<file path="src/rtl/wb_master_arbiter.sv">
// ----------------------------------------------------------------------------
// wb_master_arbiter
//
// Two-master to one-slave Wishbone arbiter. It sits in front of the
// wb_cross_clk/compressor path so that a DMA/debug master can share the
// off-chip bus with upper_core.
//
// Arbitration is round-robin. A grant is held for a complete CYC, which makes
// 4/8-beat bursts atomic. The data path is a pure combinational mux, so
// requests and responses see no added latency once a master is granted.
//
// Optional build macro:
//   WB_ARB_TIMEOUT_EN  - when defined, a stall counter aborts a transfer that
//                        has waited TIMEOUT_CYCLES cycles with STB high and no
//                        ACK/ERR/RTY. The granted master gets a one-cycle ERR
//                        and the grant is released.
//
// Parameters:
//   TIMEOUT_CYCLES  stall limit (timeout build only)
//   TO_W            stall counter width; must be able to hold TIMEOUT_CYCLES
//
// Ports:
//   i_clk, i_rst              clock; synchronous active-high reset
//   mN_wb_cyc/stb/we          master N bus controls (N = 0, 1)
//   mN_wb_4_burst/8_burst     master N burst hints
//   mN_wb_adr/o_dat/sel       master N address, write data, byte select
//   mN_wb_i_dat               read data to master N (slave data, unqualified)
//   mN_wb_ack/err/rty         responses to master N
//   s_wb_*                    slave side of the same signal set
//   gnt                       one-hot current grant {m1, m0}
// ----------------------------------------------------------------------------
`ifndef WB_ADDR_W
`define WB_ADDR_W 24
`endif

module wb_master_arbiter #(
   parameter int TIMEOUT_CYCLES = 255,
   parameter int TO_W           = 8
) (
   input  logic                  i_clk,
   input  logic                  i_rst,
   // master 0
   input  logic                  m0_wb_cyc,
   input  logic                  m0_wb_stb,
   input  logic                  m0_wb_we,
   input  logic                  m0_wb_4_burst,
   input  logic                  m0_wb_8_burst,
   input  logic [`WB_ADDR_W-1:0] m0_wb_adr,
   input  logic [15:0]           m0_wb_o_dat,
   input  logic [1:0]            m0_wb_sel,
   output logic [15:0]           m0_wb_i_dat,
   output logic                  m0_wb_ack,
   output logic                  m0_wb_err,
   output logic                  m0_wb_rty,
   // master 1
   input  logic                  m1_wb_cyc,
   input  logic                  m1_wb_stb,
   input  logic                  m1_wb_we,
   input  logic                  m1_wb_4_burst,
   input  logic                  m1_wb_8_burst,
   input  logic [`WB_ADDR_W-1:0] m1_wb_adr,
   input  logic [15:0]           m1_wb_o_dat,
   input  logic [1:0]            m1_wb_sel,
   output logic [15:0]           m1_wb_i_dat,
   output logic                  m1_wb_ack,
   output logic                  m1_wb_err,
   output logic                  m1_wb_rty,
   // slave
   output logic                  s_wb_cyc,
   output logic                  s_wb_stb,
   output logic                  s_wb_we,
   output logic                  s_wb_4_burst,
   output logic                  s_wb_8_burst,
   output logic [`WB_ADDR_W-1:0] s_wb_adr,
   output logic [15:0]           s_wb_o_dat,
   output logic [1:0]            s_wb_sel,
   input  logic [15:0]           s_wb_i_dat,
   input  logic                  s_wb_ack,
   input  logic                  s_wb_err,
   input  logic                  s_wb_rty,
   // debug
   output logic [1:0]            gnt
);

   typedef enum logic [1:0] {
      ST_IDLE = 2'd0,
      ST_G0   = 2'd1,
      ST_G1   = 2'd2
   } state_t;

   state_t state_reg, state_next;
   logic   last_reg, last_next;   // index of the master served most recently

   logic gnt_m0, gnt_m1;
   logic g_cyc, g_stb;            // CYC/STB of whichever master holds the grant
   logic abort;                   // stall timeout fires this cycle
   logic fwd;                     // slave responses may reach the granted master

   // Reject a counter too narrow to ever reach the limit.
   if (TO_W < 1 || TIMEOUT_CYCLES < 1 || TIMEOUT_CYCLES > (2 ** TO_W) - 1) begin : g_bad_cfg
      $error("wb_master_arbiter: TO_W cannot hold TIMEOUT_CYCLES");
   end

   assign gnt_m0 = (state_reg == ST_G0);
   assign gnt_m1 = (state_reg == ST_G1);
   assign gnt    = {gnt_m1, gnt_m0};

   assign g_cyc = (gnt_m0 & m0_wb_cyc) | (gnt_m1 & m1_wb_cyc);
   assign g_stb = (gnt_m0 & m0_wb_stb) | (gnt_m1 & m1_wb_stb);

`ifdef WB_ARB_TIMEOUT_EN
   logic [TO_W-1:0] to_cnt_reg;
   logic            stall;

   // The stall is taken from the granted master's raw CYC/STB, not from
   // s_wb_cyc/stb, because the abort itself forces those low.
   assign stall = g_cyc & g_stb & ~(s_wb_ack | s_wb_err | s_wb_rty);
   assign abort = stall & ~i_rst & (to_cnt_reg == TO_W'(TIMEOUT_CYCLES - 1));

   always_ff @(posedge i_clk) begin
      if (i_rst || !stall || abort) begin
         to_cnt_reg <= '0;
      end else begin
         to_cnt_reg <= to_cnt_reg + 1'b1;
      end
   end
`else
   assign abort = 1'b0;
`endif

   // ------------------------------------------------------------------ FSM
   always_ff @(posedge i_clk) begin
      if (i_rst) begin
         state_reg <= ST_IDLE;
         last_reg  <= 1'b1;       // m0 wins the first tie
      end else begin
         state_reg <= state_next;
         last_reg  <= last_next;
      end
   end

   always_comb begin
      state_next = state_reg;
      last_next  = last_reg;
      case (state_reg)
         ST_IDLE: begin
            if (m0_wb_cyc && m1_wb_cyc) begin
               state_next = last_reg ? ST_G0 : ST_G1;
            end else if (m0_wb_cyc) begin
               state_next = ST_G0;
            end else if (m1_wb_cyc) begin
               state_next = ST_G1;
            end
         end
         // Release always passes through IDLE, so the other master is
         // considered on the following cycle and never starves.
         ST_G0: begin
            if (!m0_wb_cyc || abort) begin
               state_next = ST_IDLE;
               last_next  = 1'b0;
            end
         end
         ST_G1: begin
            if (!m1_wb_cyc || abort) begin
               state_next = ST_IDLE;
               last_next  = 1'b1;
            end
         end
         default: state_next = ST_IDLE;
      endcase
   end

   // ------------------------------------------------------------- data path
   assign s_wb_cyc     = g_cyc & ~abort;
   assign s_wb_stb     = g_stb & ~abort;
   assign s_wb_we      = (gnt_m0 & m0_wb_we)      | (gnt_m1 & m1_wb_we);
   assign s_wb_4_burst = (gnt_m0 & m0_wb_4_burst) | (gnt_m1 & m1_wb_4_burst);
   assign s_wb_8_burst = (gnt_m0 & m0_wb_8_burst) | (gnt_m1 & m1_wb_8_burst);
   assign s_wb_adr     = gnt_m0 ? m0_wb_adr   : (gnt_m1 ? m1_wb_adr   : '0);
   assign s_wb_o_dat   = gnt_m0 ? m0_wb_o_dat : (gnt_m1 ? m1_wb_o_dat : '0);
   assign s_wb_sel     = gnt_m0 ? m0_wb_sel   : (gnt_m1 ? m1_wb_sel   : '0);

   // Read data is broadcast; only the qualifiers are steered.
   assign m0_wb_i_dat = s_wb_i_dat;
   assign m1_wb_i_dat = s_wb_i_dat;

   // Nothing is forwarded while reset is applied or while a timeout aborts.
   assign fwd = ~i_rst & ~abort;

   assign m0_wb_ack = gnt_m0 & s_wb_ack & fwd;
   assign m0_wb_err = gnt_m0 & ((s_wb_err & fwd) | abort);
   assign m0_wb_rty = gnt_m0 & s_wb_rty & fwd;
   assign m1_wb_ack = gnt_m1 & s_wb_ack & fwd;
   assign m1_wb_err = gnt_m1 & ((s_wb_err & fwd) | abort);
   assign m1_wb_rty = gnt_m1 & s_wb_rty & fwd;

endmodule

</file>
<file path="config.mk">
export PLATFORM = sky130hd
export DESIGN_NAME = wb_master_arbiter
export DESIGN_NICKNAME = d
export VERILOG_FILES = /design/src/rtl/wb_master_arbiter.sv
export SDC_FILE = /design/constraint.sdc
export NUM_CORES = 1
export LEC_CHECK = 0
export CELL_PAD_IN_SITES_DETAIL_PLACEMENT = 1
export CELL_PAD_IN_SITES_GLOBAL_PLACEMENT = 1
export CORE_MARGIN = 2
export CORE_UTILIZATION = 10
export DETAILED_ROUTE_END_ITERATION = 7
export PLACE_DENSITY_LB_ADDON = 0.1
export SYNTH_ARGS = -nofsm -noshare
export SYNTH_HDL_FRONTEND = slang
export SYNTH_SLANG_ARGS = --single-unit
</file>
<file path="constraint.sdc">
create_clock -name i_clk -period 3.1 [get_ports i_clk]
set_input_delay 0.465 -clock i_clk [delete_from_list [all_inputs] [get_ports i_clk]]
set_output_delay 0.465 -clock i_clk [all_outputs]
set_load 0.01 [all_outputs]
</file>
# Word level (Yosys, flattened, before mapping)
# Cells that the tools add are included.
# Widths: inputs -> output; s select.
# totals
register_bits,3
wordCells,55
# classes
eq_ne,5
reduce_logical,5
muxes,16
n_bitwise,27
# ops
cell,n
$mux 24,2
$mux 16,2
$and 1x1->1,21
$mux 2,8
$pmux 2 s3,1
$reduce_and 3->1,2
$or 1x1->1,5
$ne 2x2->1 const B,2
$ne 4x4->1 const B,1
$eq 2x1->1 const B,1
$eq 2x2->1 const B,1
$logic_not 2->1,1
$mux 1,2
$pmux 1 s2,1
$reduce_bool 2->1,1
$logic_and 1x1->1,1
$not 1->1,1

# Depth between registers and ports, before layout
# logic_depth
word_depth,4
mapped_depth,5

# Worst setup path after synthesis
# OpenSTA, ideal clock, no wires.
# synth_timing
path_kind,register to output
start,register state_reg[0]
end,output s_wb_adr[0]
n_path_buf,2
path_stages_with_launch,6
t_arrival_ns,1.097
slack_ns,1.538
cell_sequence,dfxtp_1 -> nand2b_2 -> inv_2 -> buf_6 -> buf_6 -> a22o_1
# synth_between
elab_chain_cells,3
elab_cells_between_ends,4
classes_between,2 x eq/ne; 2 x mux
# synth_lines
item,line_no,rtl
"start, declared",91,"state_t state_reg, state_next;"
"start signal, assigned",137,state_reg <= state_next;
$eq 2x2->1,105,assign gnt_m1 = (state_reg == ST_G1);
$mux 24,179,assign s_wb_adr = gnt_m0 ? m0_wb_adr : (gnt_m1 ? m1_wb_adr : '0);
$mux 24 (*),179,
"end, declared",74,"output logic [`WB_ADDR_W-1:0] s_wb_adr,"
# Mark *: on every way between the ends. The rest lies on a longest branch, timed or not.

# Worst setup path in the final report
# layout_timing
start,register state_reg[1]
end,output s_wb_adr[8]
# Same word-level chain as after synthesis.

==> impl_metrics.csv <==
group,metric,value,unit
critical_path,end_kind,"output port",
final_layout,nNetsFinal,348,
yosys,synth_top_area_share,44.0,%
sta,slew_violations,0,
critical_path,rrSetupSlack,2.13,ns
yosys,synth_edf_count,0,
routing,first_pass_iters,4,
clock_tree,h-tree-depth,1,
global_routing,grt_first_pass_wirelength,7150,um
status,outcome,"completed",
power,peakVddDrop,0.146,mV
yosys,ys_seq_area_share,6.43,%
final_layout,largest_reg_flops,2,
sta,worst_slack,0.543,ns
yosys,ys_types,17,
routing,drtIter0Drc,32,
global_routing,grt_max_degree,31,
power,pwr-share-clk,24.3,%
yosys,synth_ff_type,"dfxtp_1",
critical_path,crit_path_start_kind,"register",
sta,fmax,391,MHz
critical_path,crit_arrival,2.09,ns
clock_tree,clock-root-buffer,"clkbuf_8",
yosys,yosysWarnings,0,
yosys,syn_avg_cell_area,8.06,um^2
power,intPower,345,uW
floorplanning,fp.dieW,101,um
critical_path,path_delay_family,"buffers and inverters",
yosys,syn_inst,116,
routing,drcViolationCount,0,
clock_tree,hold_buffers,0,
power,p_switching,126,uW
yosys,synth_common_cells,"47 x a22o_1, 37 x buf_4, 6 x nor2_1, 4 x buf_6",
power,p_comb_share,66.4,%
global_routing,antenna_found_initial,0,
final_layout,syn_to_final_growth,151,%
critical_path,cp_data_required_time,2.63,ns
routing,drtAntennaViolNets,0,
yosys,synth_fp_nets,231,
critical_path,cp_cell_sequence,"nand2b_4 > inv_2 > buf_4 > a22o_1 > clkdlybuf4s50_1",
clock_tree,clockBufferDepth,2,
sta,finalHoldViolCount,0,
clock_tree,cts_tree,"done",
clock_tree,clock_sinks,3,
critical_path,critPathSlowestCell,"clkdlybuf4s50_1",
power,switching_share,26.7,%
sta,min_period,2.56,ns
sta,clock_skew,0.00233,ns
floorplanning,rows,35,
clock_tree,post_cts_resized,0,
placed_design,globalplace.congestion,0.655,
critical_path,path_class,"register to output port",
sta,worstMarginPinSlew,0.392,ns
critical_path,r2r_start,"state_reg[0]",
placed_design,dpl.hpwl,4230,um
routing,wl,4930,um
clock_tree,clk_latency,0.22,ns
min_path,worstHoldStart,"last_reg",
routing,vias,1346,
flow_run,drv_cap,0,
min_path,min_path_type,"register to register",
critical_path,crit_cells,5,
power,p_per_area,200,mW/mm^2
power,leakagePower,0.000884,uW
sta,setup-tns-final,0,ns
clock_tree,post_cts_buffers,0,
sta,finalCritPeriodShare,82.5,%
sta,grt_setup_unrepaired,"no",
power,power_frac_seq,9.3,%
global_routing,grt_overflow,0,
min_path,hold_depth,2,
critical_path,r2r_cells,2,
yosys,synth_area_leaders,"a22o_1 44%, buf_4 30%, dfxtp_1 6.4%",
yosys,synth_most_common_cell,"a22o_1",
final_layout,drive_above_1_share,4.31,%
floorplanning,io_pins,202,
yosys,synth_async_sr_flop_share,0,%
routing,wl_per_cell,14.4,um
global_routing,grt_pass1_vias,1441,
yosys,synth_area_leader_cell,"a22o_1",
floorplanning,die_h,101,um
floorplanning,start_util,10.2,%
sta,setup_viol,0,
yosys,ys_seq_elements,3,
critical_path,worstPathMaxFanout,22,
sta,maxSlewHeadroom,73.8,%
placed_design,place_ws,0.704,ns
clock_tree,clk_pin_slew,0.03,ns
yosys,syn_area,935,um^2
global_routing,grt_use_total,8.91,%
critical_path,critPathLaunch,"state_reg[1]",
critical_path,critical_path.max_stage_delay,0.55,ns
final_layout,num_antenna_cells,0,
routing,vias_per_cell,3.92,
floorplanning,core-area,0.00915,mm^2
critical_path,crit_end,"s_wb_adr[8]",
floorplanning,die_area,0.0101,mm^2
critical_path,r2r_end,"state_reg[0]",
critical_path,path_buf_inv,3,
clock_tree,cts_inserted_buffers,3,
placed_design,portBuffers,153,
logic make-up (layout without fill, tap and decap cells):
family                 count (synthesis)  after routing  share of synthesized area (%)
AOI/OAI and AO/OA                     51             51                           47.5
buffers and inverters                 49            165                           37.9
DFF                                    3              3                           6.43
and+or+nand+nor                       13             13                           8.17
tightest hold or removal path: stages (launching register included):
cell	delay, ns
dfxtp_1	0.32
a21oi_1	0.06
o221ai_1	0.07
cell type report:
| type | instances | area (um^2) |
|---|---|---|
| clock buffer | 4 | 45.0 |
| fill | 1087 | 6800 |
| inverter | 5 | 18.8 |
| multi-input combinational | 64 | 520 |
| sequential | 3 | 60.1 |
| tap | 111 | 139 |
| timing repair buffer | 156 | 1570 |
cells in the final DEF (no fill, tap or decap), types with 2 or more instances in the layout:
cell / count
a22o_1: 47
buf_4: 2
clkbuf_8: 3
clkdlybuf4s50_1: 153
dfxtp_1: 3
inv_1: 3
inv_2: 2
nand2b_1: 3
nor2_1: 6
nor2b_1: 2
power groups by stage:
stage / registers (uW) / clock network [uW] / logic, uW
after floorplan: 43.6 / 0 / 141
after global placement: 44.3 / 0 / 320
after detailed placement: 44.3 / 0 / 317
after CTS: 43.6 / 118 / 319
after global routing: 44.0 / 121 / 335
final: 43.6 / 114 / 312
metal layers:
metal	GRT usage, %	wire length, um
met2	15.0	2330
met3	3.68	677
met1	10.3	1870
met5	0	0
met4	2.63	46
worst min-delay path by stage:
stage               slack (ns)  endpoint
finish                    0.49  last_reg
global route              0.54  last_reg
CTS                       0.49  last_reg
detailed placement        0.48  last_reg
global placement          0.48  last_reg
floorplan                 0.44  last_reg
stage by stage:
step / cells / cell area [um^2] / hold WS [ns] / power [uW] / utilization [%]
6_report: 343 / 2350 / 0.487 / 470 / 25.7
3_5_place_dp: 339 / 2300 / 0.480 / 362 / 25.2
5_1_grt: 343 / 2350 / 0.540 / 500 / 25.7
3_3_place_gp: 339 / 2300 / 0.476 / 364 / 25.2
4_1_cts: 343 / 2350 / 0.488 / 481 / 25.7
2_1_floorplan: 116 / 935 / 0.439 / 185 / -
(Power assumes the default switching activity.)
==> edit 1: new RTL, same settings <==
Add a define of `WB_ARB_TIMEOUT_EN`.
--- a/src/rtl/wb_master_arbiter.sv
+++ b/src/rtl/wb_master_arbiter.sv
@@ -29,6 +29,8 @@
 //   s_wb_*                    slave side of the same signal set
 //   gnt                       one-hot current grant {m1, m0}
 // ----------------------------------------------------------------------------
+`define WB_ARB_TIMEOUT_EN
+
 `ifndef WB_ADDR_W
 `define WB_ADDR_W 24
 `endif
Behaviour: same outputs for any inputs over 10 cycles, from zero or initial values and one cycle with i_rst high; that may be too few to reach the edited logic, so the function may still have changed.
==> edit 1 against the unedited design <==
Sequential cell count increased by 8; power up 52%; sequential power grew to 3.4 times the old value; global-route usage is 0.23 points lower; wire length increased by 42%; worst setup slack worse by 0.40 ns; area after synthesis rose by 37%; count of clock-buffer cells in the layout decreased by 1; final area is 23% higher; critical path depth is 1 higher; first-iteration DRC count is 6.3% higher; worst hold slack better by 0.023 ns; largest cell class unchanged; highest routed layer unchanged.
==> edit 1: results (changes against the unedited design) <==
Layout
  • Max reg flops: 8 (+6)
  • Filler cells: 1469 (+35%)
  • Register Area: 220.2 µm² (+270%)
  • Nets: 395 (+14%)
  • Share of layout cells above drive strength 1: 0.05415 (+0.01105)

Synthesis
  • Synth Instances: 158 (+36%)
  • Distinct cells, synth: 32 (+15)
  • Synth async-reset ratio: 0 (unchanged)
  • Largest cells by area after synthesis: a22o_1 31%, buf_4 20%, dfxtp_1 17%
  • Synth cell count leaders: 45 x a22o_1, 34 x buf_4, 11 x dfxtp_1, 11 x nor2_1, 7 x clkbuf_1
  • Register area share after synthesis: 0.1717 (+0.1075)
  • Mapped Nets: 275 (+19%)

Clock tree
  • Skew-Pair Late Insertion Delay: 0.24 ns (+0.02 ns)
  • H-tree depth: 1 (unchanged)
  • Postcts setup bufs: 0 (unchanged)
  • Root buffer selected by CTS: clkbuf_16
  • Clk slew on worst S/H paths: 0.04 ns

STA
  • Worst clock skew: 0.003568 ns (+0.001239 ns)
  • Least-Margin Pin Slew: 0.5272 ns (+0.1350 ns)

Placed design
  • Gpl congestion: 0.6379 (-2.7%)
  • Pre-CTS setup slack: 0.04039 ns (-0.6635 ns)
  • Post-DP Area: 2808 µm² (+22%)
  • DP HPWL: 5726 µm (+35%)
  • PortBufs: 153 (unchanged)
  • Inst Count DP: 445 (+31%)

Drt
  • Routed len/inst: 15.64 µm (+8.9%)
  • DR iter-0 viols: 34 (+6.3%)
  • Via count: 1625 (+21%)
  • Pre-antenna DRT Iters: 4 (unchanged)
  • Vias per Instance: 3.619 (-7.8%)

Pwr
  • Static Leak: 1.049 nW (+19%)
  • Total power: 0.7154 mW (+52%)
  • Peak supply drop: 0.0001416 V (-2.9%)
  • Sw power: 0.1791 mW (+43%)

Setup path
  • Worst r2r src: state_reg[1]$_SDFFE_PP0P_
  • Crit-path slowest cell: or4_4
  • Setup crit start: s_wb_ack
  • Slowest stage delay, CP: 0.54 ns
  • CP delay by family, top: buffers and inverters
  • Maximum fanout along the worst path: 3 (-86%)
  • Critical path data arrival time: 2.49 ns (+0.40 ns)

Hold path
  • HP Start: to_cnt_reg[0]$_SDFF_PP0_
  • Hold WC Path Type: reg2reg

Outcome
  • Run status: finished, final reports clean

Global routing
  • Gr usage total: 0.08674 (-0.002337)
  • Largest net degree at the start of global routing: 50 (+61%)
  • First-pass GRT wire length: 8907 µm (+25%)
  • Initial antenna violation count: 0 (unchanged)
  • Vias in the first global route: 1477 (+2.5%)
edit 1: cell type report:
cell class,instances,share of cell area
inverters,3,0.003891
clock buffers,3,0.02594
repair buffers,161,0.5543
clock inverters,1,0.001729
well taps,172,0.07436
flip-flops and latches,11,0.07609
multi-input cells,98,0.2637
edit 1: logic make-up after synthesis:
family,Yosys count,share of synthesized area
xor+xnor,6,0.04098
simple gates,33,0.1473
buf+inv,49,0.2439
fa+ha+maj,2,0.01951
compound gates,57,0.3766
flops,11,0.1717
edit 1: worst paths after layout:
check | slack, ns | cells after the start | end
worst max-delay path | 0.14 | 6 | m1_wb_err
worst min-delay path | 0.51 | 1 | to_cnt_reg[0]$_SDFF_PP0_
worst max register to register | 1.14 | 6 | to_cnt_reg[1]$_SDFF_PP0_
worst min register to register | 0.51 | 1 | to_cnt_reg[0]$_SDFF_PP0_
edit 1: routing by layer:
layer,global-route usage,wire (µm),vias to the layer above
li1,-,-,798
met1,0.1015,2707,749
met2,0.1598,3639,66
met3,0.01545,573,12
met4,0.02667,100,0
met5,0,0,-
edit 1: timing repair:
action,in CTS,in global routing
gates resized for setup,0,1
hold buffers,0,0
setup endpoints to repair,0,2
edit 1: power by group through the flow:
stage	clock (mW)	sequential, mW	combinational, mW
after floorplan	0	0.149	0.137
after global placement	0	0.151	0.331
after detailed placement	0	0.150	0.330
after CTS	0.248	0.148	0.332
after global routing	0.253	0.148	0.348
final	0.241	0.148	0.326
==> edit 2: new RTL, same flow settings <==
Without the edit above. Put a register stage on the outputs `m0_wb_err` and `m1_wb_err`, with the module's reset. The values now appear one clock later. The other outputs are not delayed to match.
--- a/src/rtl/wb_master_arbiter.sv
+++ b/src/rtl/wb_master_arbiter.sv
@@ -188,10 +188,17 @@
    assign fwd = ~i_rst & ~abort;
 
    assign m0_wb_ack = gnt_m0 & s_wb_ack & fwd;
-   assign m0_wb_err = gnt_m0 & ((s_wb_err & fwd) | abort);
    assign m0_wb_rty = gnt_m0 & s_wb_rty & fwd;
    assign m1_wb_ack = gnt_m1 & s_wb_ack & fwd;
-   assign m1_wb_err = gnt_m1 & ((s_wb_err & fwd) | abort);
+   always_ff @(posedge i_clk) begin
+      if (i_rst) begin
+         m0_wb_err <= '0;
+         m1_wb_err <= '0;
+      end else begin
+         m0_wb_err <= gnt_m0 & ((s_wb_err & fwd) | abort);
+         m1_wb_err <= gnt_m1 & ((s_wb_err & fwd) | abort);
+      end
+   end
    assign m1_wb_rty = gnt_m1 & s_wb_rty & fwd;
 
 endmodule
Function: changed (a bounded check fails within 4 cycles, from zero or initial values and one cycle with i_rst high).
==> edit 2 against the unedited design <==
Critical endpoint is now s_wb_o_dat[12]; power rose by 8.9%; wire length rose by 12%; worst setup slack improved by 0.019 ns; sequential cell count rose by 2; cell count rose by 6.7%; first-iteration DRC count fell by 53%; clock power rose by 9.6%; largest power group unchanged; area after synthesis rose by 4.3%; final area rose by 3.1%.
==> edit 2: results (changes against the unedited design) <==
Outcome
  • Run status: finished, final reports clean

Synthesis
  • Synth async-reset ratio: 0 (unchanged)
  • Largest cells by area after synthesis: a22o_1 42%, buf_4 28%, dfxtp_1 10%
  • Distinct cells, synth: 17 (unchanged)
  • Synth Flop Type: dfxtp_1
  • Synth cell count leaders: 47 x a22o_1, 37 x buf_4, 6 x nor2_1
  • Register area share after synthesis: 0.1027 (+0.03844)
  • Synth Instances: 118 (+1.7%)
  • Warnings, synthesis: 0 (unchanged)
  • Mapped Nets: 233 (+0.87%)

Clock tree
  • Post-CTS Resized: 0 (unchanged)
  • CTS buffer count: 3 (unchanged)
  • Clk slew on worst S/H paths: 0.04 ns
  • Clock Path Buffers: 2 (unchanged)
  • Root buffer selected by CTS: clkbuf_8
  • Postcts setup bufs: 0 (unchanged)
  • H-tree depth: 1 (unchanged)
  • Skew-Pair Late Insertion Delay: 0.22 ns (about the same)

Hold path
  • Hold WC Path Type: reg2reg

Drt
  • Via count: 1375 (+2.2%)
  • Routed len/inst: 15.02 µm (+4.6%)
  • Met3 WL: 915 µm (+35%)
  • Detail Route met2 WL: 2680 µm (+15%)
  • Met1 wire length: 1893 µm (+1.3%)
  • Pre-antenna DRT Iters: 4 (unchanged)
  • Drt total wl: 5498 µm (+12%)
  • DR top layer: met4
  • DR iter-0 viols: 15 (-53%)

Layout
  • Diode count: 0 (unchanged)
  • Nets: 349 (+0.29%)
  • Max reg flops: 2 (unchanged)
  • Share of layout cells above drive strength 1: 0.03863 (-0.004477)

Placed design
  • DP HPWL: 4596 µm (+8.7%)
  • Inst Count DP: 362 (+6.8%)
  • Pre-CTS setup slack: 0.7031 ns (-0.0007850 ns)
  • Post-DP Area: 2377 µm² (+3.1%)
  • PortBufs: 153 (unchanged)
  • Gpl congestion: 0.6368 (-2.8%)

STA
  • Worst clock skew: 0.0001412 ns (-0.002188 ns)
  • Least-Margin Pin Slew: 0.4521 ns (+0.05986 ns)

Pwr
  • Pint: 0.3729 mW (+8.2%)
  • Static Leak: 0.8987 nW (+1.6%)
  • Peak supply drop: 0.0001272 V (-13%)

Setup path
  • CP delay by family, top: buffers and inverters
  • Maximum fanout along the worst path: 28 (+27%)
  • Critical path data arrival time: 2.07 ns (-0.02 ns)
  • Crit-path slowest cell: clkdlybuf4s50_1
  • Slowest stage delay, CP: 0.56 ns

Global routing
  • Vias in the first global route: 1503 (+4.3%)
  • Largest net degree at the start of global routing: 34 (+9.7%)
  • Initial antenna violation count: 0 (unchanged)
  • First-pass GRT wire length: 7693 µm (+7.6%)
  • Gr usage total: 0.09421 (+0.005132)
[edit 2: final timing paths]
check	slack, ns	endpoint	cells past startpoint	from
worst min register to register	0.48	last_reg$_SDFFE_PP1P_	2	last_reg$_SDFFE_PP1P_
worst min-delay path	0.48	last_reg$_SDFFE_PP1P_	2	last_reg$_SDFFE_PP1P_
worst max-delay path	0.56	s_wb_o_dat[12]	5	state_reg[1]$_SDFFE_PP0P_
worst max register to register	2.04	state_reg[0]$_SDFFE_PP0P_	2	state_reg[0]$_SDFFE_PP0P_
[edit 2: power groups by stage]
stage / combinational (mW) / clock (mW) / sequential (mW)
after global placement: 0.324 / 0 / 0.0710
after detailed placement: 0.321 / 0 / 0.0710
after CTS: 0.323 / 0.130 / 0.0701
after floorplan: 0.141 / 0 / 0.0708
final: 0.317 / 0.125 / 0.0700
after global routing: 0.340 / 0.133 / 0.0705
[edit 2: cell type report]
type	instances	area, µm²
Clock buffer	4	45.04
Fill cell	1140	7172
Inverter	5	18.77
Multi-Input combinational cell	64	520.5
Sequential cell	5	100.1
Tap cell	133	166.4
Timing Repair Buffer	155	1572
[edit 2: kinds of logic after synthesis]
| kind of cell | count (synthesis) | synth area share |
|---|---|---|
| flip-flops | 5 | 0.1027 |
| AND/OR/NAND/NOR | 13 | 0.07830 |
| buffers and inverters | 49 | 0.3633 |
| AO/OA/AOI/OAI | 51 | 0.4557 |
[edit 2: layer usage]
| metal | track usage | up-vias |
|---|---|---|
| li1 | - | 640 |
| met1 | 0.09574 | 623 |
| met2 | 0.1634 | 108 |
| met3 | 0.06712 | 4 |
| met4 | 0.01026 | 0 |
| met5 | 0 | - |
